$ cat config.mk
export PLATFORM = sky130hd
export DESIGN_NAME = mem_wb_skid_stage
export DESIGN_NICKNAME = d
export VERILOG_FILES = /design/src/rtl/pipe_pkg.sv /design/src/rtl/pipe_slot.sv /design/src/rtl/mem_wb_skid_stage.sv
export SDC_FILE = /design/constraint.sdc
export NUM_CORES = 1
export LEC_CHECK = 0
export CAP_MARGIN = 20
export CORE_AREA = 2 2 93 95
export CTS_CLUSTER_SIZE = 10
export DETAILED_ROUTE_END_ITERATION = 8
export DIE_AREA = 0 0 95 97
export PLACE_DENSITY = 0.95
export SLEW_MARGIN = 20
export SYNTH_ARGS = -nofsm -noshare
export SYNTH_HDL_FRONTEND = slang
export SYNTH_SLANG_ARGS = --single-unit
$ cat constraint.sdc
create_clock -name clk -period 4.9 [get_ports clk]
set_clock_uncertainty 0.2 [all_clocks]
set_input_delay 0.98 -clock clk [delete_from_list [all_inputs] [get_ports clk]]
set_output_delay 0.98 -clock clk [all_outputs]
set_load 0.1 [all_outputs]
$ cat src/rtl/pipe_pkg.sv
// pipe_pkg: default widths and the write-back entry shared by the MEM->WB stage
package pipe_pkg;
  localparam int DATA_W_DEF = 32;
  localparam int ADDR_W_DEF = 5;
  typedef struct packed {
    logic [DATA_W_DEF-1:0] data;
    logic                  regwr;
    logic [ADDR_W_DEF-1:0] addr;
  } wb_entry_t;
endpackage

$ cat src/rtl/pipe_slot.sv
// pipe_slot: one valid-gated entry register with load and clear
// Ports: clk, reset (sync, active-low), load (capture d, wins over clear),
//        clear (drop valid), d (entry in), valid/q (held entry)
module pipe_slot import pipe_pkg::*; #(
  parameter type T = wb_entry_t
) (
  input  logic clk,
  input  logic reset,
  input  logic load,
  input  logic clear,
  input  T     d,
  output logic valid,
  output T     q
);
  always_ff @(posedge clk) begin
    if (!reset) begin
      valid <= 1'b0;
      q     <= '0;
    end else begin
      valid <= load | (valid & ~clear);
      if (load) q <= d;
    end
  end
endmodule

$ cat src/rtl/mem_wb_skid_stage.sv
// mem_wb_skid_stage: MEM->WB pipeline register with handshake, flush, optional skid entry
// Ports: clk, reset (sync, active-low), flush; in_valid/in_ready/in_data/in_regwr/in_addr
//        upstream; out_valid/out_ready/out_data/out_regwr/out_addr downstream;
//        q_addr/q_hit/q_data forwarding lookup on the output slot
module mem_wb_skid_stage import pipe_pkg::*; #(
  parameter int DATA_W        = DATA_W_DEF,
  parameter int ADDR_W        = ADDR_W_DEF,
  parameter bit SKID          = 1'b1,
  parameter bit ZERO_SUPPRESS = 1'b1
) (
  input  logic              clk,
  input  logic              reset,
  input  logic              flush,
  input  logic              in_valid,
  output logic              in_ready,
  input  logic [DATA_W-1:0] in_data,
  input  logic              in_regwr,
  input  logic [ADDR_W-1:0] in_addr,
  output logic              out_valid,
  input  logic              out_ready,
  output logic [DATA_W-1:0] out_data,
  output logic              out_regwr,
  output logic [ADDR_W-1:0] out_addr,
  input  logic [ADDR_W-1:0] q_addr,
  output logic              q_hit,
  output logic [DATA_W-1:0] q_data
);
  typedef struct packed {
    logic [DATA_W-1:0] data;
    logic              regwr;
    logic [ADDR_W-1:0] addr;
  } entry_t;
  entry_t inEntry, mainQ, skidQ, mainD;
  logic mainValid, skidValid, accept, drain, mainLoad, mainClear;
  assign inEntry  = '{data: in_data, regwr: in_regwr, addr: in_addr};
  // with a skid entry, ready comes straight from a flop so out_ready never reaches in_ready
  assign in_ready = SKID ? ~skidValid : (~mainValid | out_ready);
  assign accept   = in_valid & in_ready;
  assign drain    = mainValid & out_ready;
  // a held skid entry always has priority for the main slot; accept is impossible then
  assign mainD     = skidValid ? skidQ : inEntry;
  assign mainLoad  = ~flush & ((skidValid & drain) | (accept & (~mainValid | drain)));
  assign mainClear = flush | drain;
  pipe_slot #(.T(entry_t)) mainSlot (
    .clk(clk), .reset(reset), .load(mainLoad), .clear(mainClear),
    .d(mainD), .valid(mainValid), .q(mainQ)
  );
  if (SKID) begin : gSkid
    logic skidLoad, skidClear;
    assign skidLoad  = ~flush & accept & mainValid & ~drain;
    assign skidClear = flush | drain;
    pipe_slot #(.T(entry_t)) skidSlot (
      .clk(clk), .reset(reset), .load(skidLoad), .clear(skidClear),
      .d(inEntry), .valid(skidValid), .q(skidQ)
    );
  end else begin : gNoSkid
    assign skidValid = 1'b0;
    assign skidQ     = '0;
  end
  assign out_valid = mainValid;
  assign out_data  = mainQ.data;
  assign out_addr  = mainQ.addr;
  assign out_regwr = mainValid & mainQ.regwr & ~(ZERO_SUPPRESS & (mainQ.addr == '0));
  assign q_hit     = out_regwr & (mainQ.addr == q_addr);
  assign q_data    = mainQ.data;
endmodule

==> metrics.md, run 1 <==
| Metric | Value |
|---|---|
| Crit start category | flip-flop |
| Slew headroom | 27.82% |
| Tmin final | 3.594 ns |
| Synthesized flop and latch total | 78 |
| DR vias/cell | 4.805 |
| Syn-to-layout area delta | 21.08% |
| Total Routing Usage GR | 17.92% |
| Sequential share of power | 43.9% |
| Hold buffer count at cts | 0 |
| PD cells | 304.1 nW/um^2 |
| Largest fanout on the critical path | 4 |
| Hold_ws | 0.2580 ns |
| # placed instances | 593 |
| Hold Fails Final Rpt | 0 |
| Hold wc startpoint | gSkid.skidSlot.q[17]$_SDFFE_PN0P_ |
| Clk sinks | 78 |
| Status | finished clean |
| Vias in the first global route | 2,899 |
| # DRC | 0 |
| Post-cts sizing count | 0 |
| Max Cap Viol | 0 |
| DR iter-0 viols | 89 |
| Syn Area/Cell | 8.915 um^2 |
| Io pins | 121 |
| Setup Total Neg Slack | 0 ns |
| Compound-Gate Fraction of Synth Area | 0.9377% |
| CTS tree | built |
| Die H | 97 um |
| Initial antenna violation count | 0 |
| ANT cells | 0 |
| Final setup fails | 0 |
| Min-delay worst type | flip-flop to flip-flop |
| H-tree depth | 3 |
| Arrival @ worst endpoint | 2.41 ns |
| Largest net degree at the start of global routing | 120 |
| Fmax | 278.2 MHz |
| Post-DP HPWL | 5585 um |
| Clk slew on worst S/H paths | 0.09 ns |
| Worst-margin pin slew | 1.083 ns |
| Critical path type | flip-flop to primary output |
| Cell Area, Synth | 4136 um^2 |
| Worst R2R End | mainSlot.q[8]$_SDFFE_PN0P_ |
| Sequential share of the synthesized area | 37.75% |
| Cells after Synth | 464 |
| CTS Buf Count | 9 |
| Initial Util | 50.85% |
| R2R cell count | 5 |
| Reg2reg start | gSkid.skidSlot.valid$_SDFF_PN0_ |
| First-pass GRT wire length | 13,230 um |
| Port-buffer cells | 120 |
| Psw | 547.8 uW |
| Sw frac | 35.97% |
| Largest family of logic cells by synthesized area | multiplexers |
| Distinct cells, synth | 22 |
| Root Buffer | clkbuf_8 |
| Synthesized Nets | 512 |
| Die X | 95 um |
| # rows | 33 |
| CP required | 3.72 ns |
| First-pass DRT Iterations | 4 |
| Hold Path End | gSkid.skidSlot.q[17]$_SDFFE_PN0P_ |
| DRT Wirelength | 8097 um |
| Internal | 975.0 uW |
| Ys Warns | 0 |
| Clock Tree Buf Depth | 2 |
| Clock power share | 28.3% |
| Max-slew violations | 0 |
| Tcrit/Tclk final | 73.35% |
| Gpl congestion | 0.7324 |
| Crit end category | primary output |
| Post-route ant nets | 0 |
| Hold Path Stages | 2 |
| Drt wl/cell | 13.30 um |
| Comb power frac | 27.8% |
| R2R Setup Slk | 2.36 ns |
| Via count | 2,926 |
| Simple logic cell fraction of the synthesized area | 15.00% |
| Post-synthesis xor/xnor area fraction | 1.059% |
| Synth Area in Adders | 0% |
| Core Region | 8134 um^2 |
| Total congestion overflow | 0 |
| Setup bufs post-CTS | 0 |
| Unrepaired setup endpoints after global routing | no |
| Finished Layout Cells | 609 |
| Post-synthesis mux area share | 28.74% |
| Final #Nets | 547 |
| Die Area | 9215 um^2 |
| VDD IR max | 188.1 uV |
| Clock latency on the worst-skew pair | 0.34 ns |
| Layout cells sized above 1 | 12.50% |
| Lkg Pwr | 0.001982 uW |
cells in the final DEF (no fill, tap or decap):
master,instances
a2111oi_0,1
a21oi_1,2
a221o_2,1
and4_1,1
buf_4,6
clkbuf_1,1
clkbuf_8,10
clkdlybuf4s50_1,118
clkinv_2,1
clkinvlp_4,4
dfxtp_1,77
dfxtp_2,1
inv_1,3
mux2_2,38
mux2i_1,76
nand2_1,153
nand2b_4,1
nor2_4,1
nor3_1,1
o311a_1,1
or3_1,1
or3b_1,1
xnor2_1,2
xor2_1,3
power by group through the flow:
stage               Combinational, uW  Clock [uW]  Sequential (uW)
floorplan                         354           0              683
global placement                  419           0              683
detailed placement                424           0              684
CTS                               425         446              669
global route                      442         471              672
finish                            423         431              669
how the worst max path moves through the flow:
stage,startpoint,end,slack (ns),cells after the start
floorplan,mainSlot.valid$_SDFF_PN0_,q_hit,0.78,2
global placement,q_addr[4],q_hit,1.52,5
detailed placement,q_addr[4],q_hit,1.52,5
CTS,mainSlot.q[4]$_SDFFE_PN0P_,out_regwr,1.28,3
global route,mainSlot.q[4]$_SDFFE_PN0P_,out_regwr,1.24,3
finish,mainSlot.q[4]$_SDFFE_PN0P_,out_regwr,1.31,3
kinds of logic after synthesis:
family          Yosys count
mux                     114
buf+inv                 103
flops                    78
compound gates            5
xor+xnor                  5
simple gates            159
cell usage after synthesis:
| library cell | number | area share (%) |
|---|---|---|
| nand2b_4 | 1 | 0.33 |
| o311a_1 | 1 | 0.24 |
| a21oi_1 | 2 | 0.24 |
| clkbuf_1 | 20 | 1.8 |
| buf_1 | 3 | 0.27 |
| buf_4 | 70 | 13 |
| mux2i_1 | 76 | 18 |
| and4_1 | 1 | 0.21 |
| nor2_1 | 1 | 0.091 |
| buf_6 | 4 | 1.1 |
| xnor2_1 | 2 | 0.42 |
| nand2_1 | 153 | 14 |
| dfxtp_1 | 78 | 38 |
| inv_1 | 3 | 0.27 |
| buf_2 | 3 | 0.36 |
| a2111oi_0 | 1 | 0.21 |
| nor3_1 | 1 | 0.12 |
| mux2_2 | 38 | 10 |
| or3_1 | 1 | 0.15 |
| or3b_1 | 1 | 0.21 |
| xor2_1 | 3 | 0.64 |
| a221o_1 | 1 | 0.24 |
cell type report:
| cell class | instances | area (um^2) |
|---|---|---|
| clock buffer | 11 | 141.4 |
| clock inverter | 5 | 35.03 |
| fill | 689 | 3126 |
| inverter | 3 | 11.26 |
| multi-input combinational | 283 | 1901 |
| sequential | 78 | 1563 |
| tap | 105 | 131.4 |
| timing repair buffer | 124 | 1226 |
sequential cells by signal, indices dropped and copies added (netlist names):
register and flops:
gSkid.skidSlot.q 38, gSkid.skidSlot.valid 1, mainSlot.q 38, mainSlot.valid 1
metal layers:
layer  GRT usage, %  part of all wire, %
met4          7.358                  1.8
met5              0                    0
met3          3.738                  4.7
met1          20.30                   43
met2          32.02                   51
worst max-delay path, cell delays in order (launching register included):
cell and delay [ns]:
dfxtp_1 0.36, or3_1 0.38, o311a_1 0.34, clkdlybuf4s50_1 1.00
per-stage QoR:
| step | area [um^2] | setup WS (ns) | power, uW | utilization, % |
|---|---|---|---|---|
| 4_1_cts | 5009 | 1.284 | 1540 | 61.58 |
| 5_1_grt | 5009 | 1.242 | 1584 | 61.58 |
| 3_5_place_dp | 4832 | 1.517 | 1108 | 59.41 |
| 3_3_place_gp | 4832 | 1.524 | 1102 | 59.41 |
| 6_report | 5009 | 1.306 | 1523 | 61.58 |
| 2_1_floorplan | 4136 | 0.7828 | 1036 | - |
No activity file was read; power rests on OpenSTA's default activity.
==> run 2: changes to the inputs <==
- CORE_AREA: 2 2 93 95 -> 2 2 96 98
- DIE_AREA: 0 0 95 97 -> 0 0 98 100
- PLACE_DENSITY: 0.95 -> 0.92
- clock period: 4.9 -> 3.6 ns (I/O delays scaled with it)
==> run 2 against run 1 <==
Effect of this change:
- cell area decreased by 1.1%
- die area increased by 6.3%
- routed wire length increased by 5.3%
- critical path depth increased by 2
- combinational power increased by 34%
- setup slack got worse by 0.54 ns
- core utilization decreased by 5.9 points
- global-route usage decreased by 0.44 points
- sequential share of layout area increased by 0.35 points
- critical endpoint is now q_hit
- largest cell class unchanged
- first-iteration DRC count decreased by 12%
- clock power increased by 71%
==> metrics.md, run 2 (same netlist as run 1, synthesis figures left out) <==
| Metric | Value |
|---|---|
| Status | finished clean |
| First-pass GRT wire length | 13,930 um (+5.3%) |
| Die Area | 9800 um^2 (+6.3%) |
| Clk slew on worst S/H paths | 0.07 ns (-0.02 ns) |
| Grt met1 use | 19.93% (-0.37 points) |
| PD cells | 448.0 nW/um^2 (+47%) |
| Clock power share | 33.3% (+5.0 points) |
| Psw | 746.6 uW (+36%) |
| Hold Fails Final Rpt | 0 (unchanged) |
| Post-DP HPWL | 6074 um (+8.7%) |
| Tcrit/Tclk final | 78.67% |
| Sw frac | 33.65% (-2.3 points) |
| Initial Util | 46.53% (-4.3 points) |
| Die X | 98 um (+3.2%) |
| Comb power frac | 25.6% (-2.2 points) |
| Worst-margin pin slew | 0.9673 ns (-0.1154 ns) |
| # placed instances | 601 (+1.3%) |
| Crit start category | primary input |
| Port-buffer cells | 120 (unchanged) |
| Core Region | 8890 um^2 (+9.3%) |
| Total congestion overflow | 0 (unchanged) |
| Final #Nets | 549 (+0.37%) |
| Critical path type | primary input to primary output |
| Slew headroom | 35.31% (+7.5 points) |
| Clock Tree Buf Depth | 2 (unchanged) |
| CTS Buf Count | 9 (unchanged) |
| Tmin final | 2.832 ns |
| Max Cap Viol | 0 (unchanged) |
| H-tree depth | 3 (unchanged) |
| Post-cts sizing count | 0 (unchanged) |
| Arrival @ worst endpoint | 1.91 ns (-0.50 ns) |
| Layout cells sized above 1 | 25.94% (+13 points) |
| Finished Layout Cells | 616 (+1.1%) |
| ANT cells | 0 (unchanged) |
| Fmax | 353.1 MHz |
| Final setup fails | 0 (unchanged) |
| CTS tree | built |
| Min-delay worst type | flip-flop to flip-flop |
| Hold buffer count at cts | 0 (unchanged) |
| Die H | 100 um (+3.1%) |
| CP required | 2.68 ns (-1.04 ns) |
| Drt wl/cell | 13.84 um (+4.1%) |
| DRT Wirelength | 8523 um (+5.3%) |
| Via count | 3,050 (+4.2%) |
| Sequential share of power | 41.2% (-2.7 points) |
| Post-route ant nets | 0 (unchanged) |
| Gr busiest metal | met2 |
| Vias in the first global route | 3,060 (+5.6%) |
| M3 GR Usage | 3.830% (+0.092 points) |
| Top flop regs | gSkid.skidSlot.q (38), mainSlot.q (38) |
| Most common cell after layout, fill and taps aside | nand2_1 |
| Root Buffer | clkbuf_8 |
| Lkg Pwr | 0.002163 uW (+9.1%) |
| Met2 Track Usage GR | 31.98% (-0.043 points) |
| First-pass DRT Iterations | 4 (unchanged) |
| Gpl congestion | 0.7295 (-0.40%) |
| Crit end category | primary output |
| Unrepaired setup endpoints after global routing | no |
| VDD IR max | 192.6 uV (+2.4%) |
| Largest net degree at the start of global routing | 80 (-33%) |
| Largest fanout on the critical path | 1 (-3) |
| Initial antenna violation count | 0 (unchanged) |
| Syn-to-layout area delta | 19.72% |
| DR iter-0 viols | 78 (-12%) |
| Max-slew violations | 0 (unchanged) |
| Setup Total Neg Slack | 0 ns (unchanged) |
| Clk sinks | 78 (unchanged) |
| Clock latency on the worst-skew pair | 0.33 ns (about the same) |
| Internal | 1472 uW (+51%) |
| Total Routing Usage GR | 17.48% (-0.44 points) |
| DR vias/cell | 4.951 (+3.1%) |
| Most frequent cells in the layout | nand2_1 (153), dfxtp_1 (77), mux2i_1 (76), buf_4 (70), clkdlybuf4s50_1 (53) |
| # rows | 35 (+6.1%) |
| Io pins | 121 (unchanged) |
| Setup bufs post-CTS | 0 (unchanged) |
| # DRC | 0 (unchanged) |
run 2: power by group through the flow:
stage / registers (uW) / logic (uW) / clock network (uW)
final: 914 / 567 / 738
after detailed placement: 934 / 569 / 0
after CTS: 914 / 570 / 757
after global routing: 918 / 590 / 788
after floorplan: 929 / 481 / 0
after global placement: 931 / 560 / 0
run 2: worst max-delay path, stage by stage:
cell and delay [ns]:
clkdlybuf4s50_1 0.42, xor2_1 0.15, nor3_1 0.16, and4_1 0.27, buf_12 0.19
run 2: final timing paths:
path / from / end / slack (ns) / cells after the start
max: q_addr[1] / q_hit / 0.77 / 5
min reg2reg: gSkid.skidSlot.q[29]$_SDFFE_PN0P_ / gSkid.skidSlot.q[29]$_SDFFE_PN0P_ / 0.26 / 2
min: gSkid.skidSlot.q[29]$_SDFFE_PN0P_ / gSkid.skidSlot.q[29]$_SDFFE_PN0P_ / 0.26 / 2
max reg2reg: gSkid.skidSlot.valid$_SDFF_PN0_ / mainSlot.q[0]$_SDFFE_PN0P_ / 1.30 / 4
run 2: layer usage:
metal	part of all wire [%]	up-vias
met4	1.5	0
met3	4.7	11
li1	-	1510
met2	51	84
met1	43	1445
met5	0	-
run 2: area by class of cell:
cell class | count | area [um^2]
clock buffer | 11 | 151.4
timing repair buffer | 126 | 1116
clock inverter | 4 | 70.07
inverter | 3 | 11.26
tap | 111 | 138.9
fill | 806 | 3938
multi-input combinational | 283 | 1902
sequential | 78 | 1563
run 2: through the flow:
step	setup WS (ns)	cell area, um^2	utilization (%)	hold WS (ns)	total power [uW]
2_1_floorplan	0.07012	4138	-	0.2313	1410
3_3_place_gp	0.7800	4731	53.22	0.2384	1491
6_report	0.7679	4952	55.71	0.2570	2219
5_1_grt	0.7161	4952	55.71	0.2738	2296
3_5_place_dp	0.7464	4731	53.22	0.2429	1503
4_1_cts	0.7474	4952	55.71	0.2589	2240
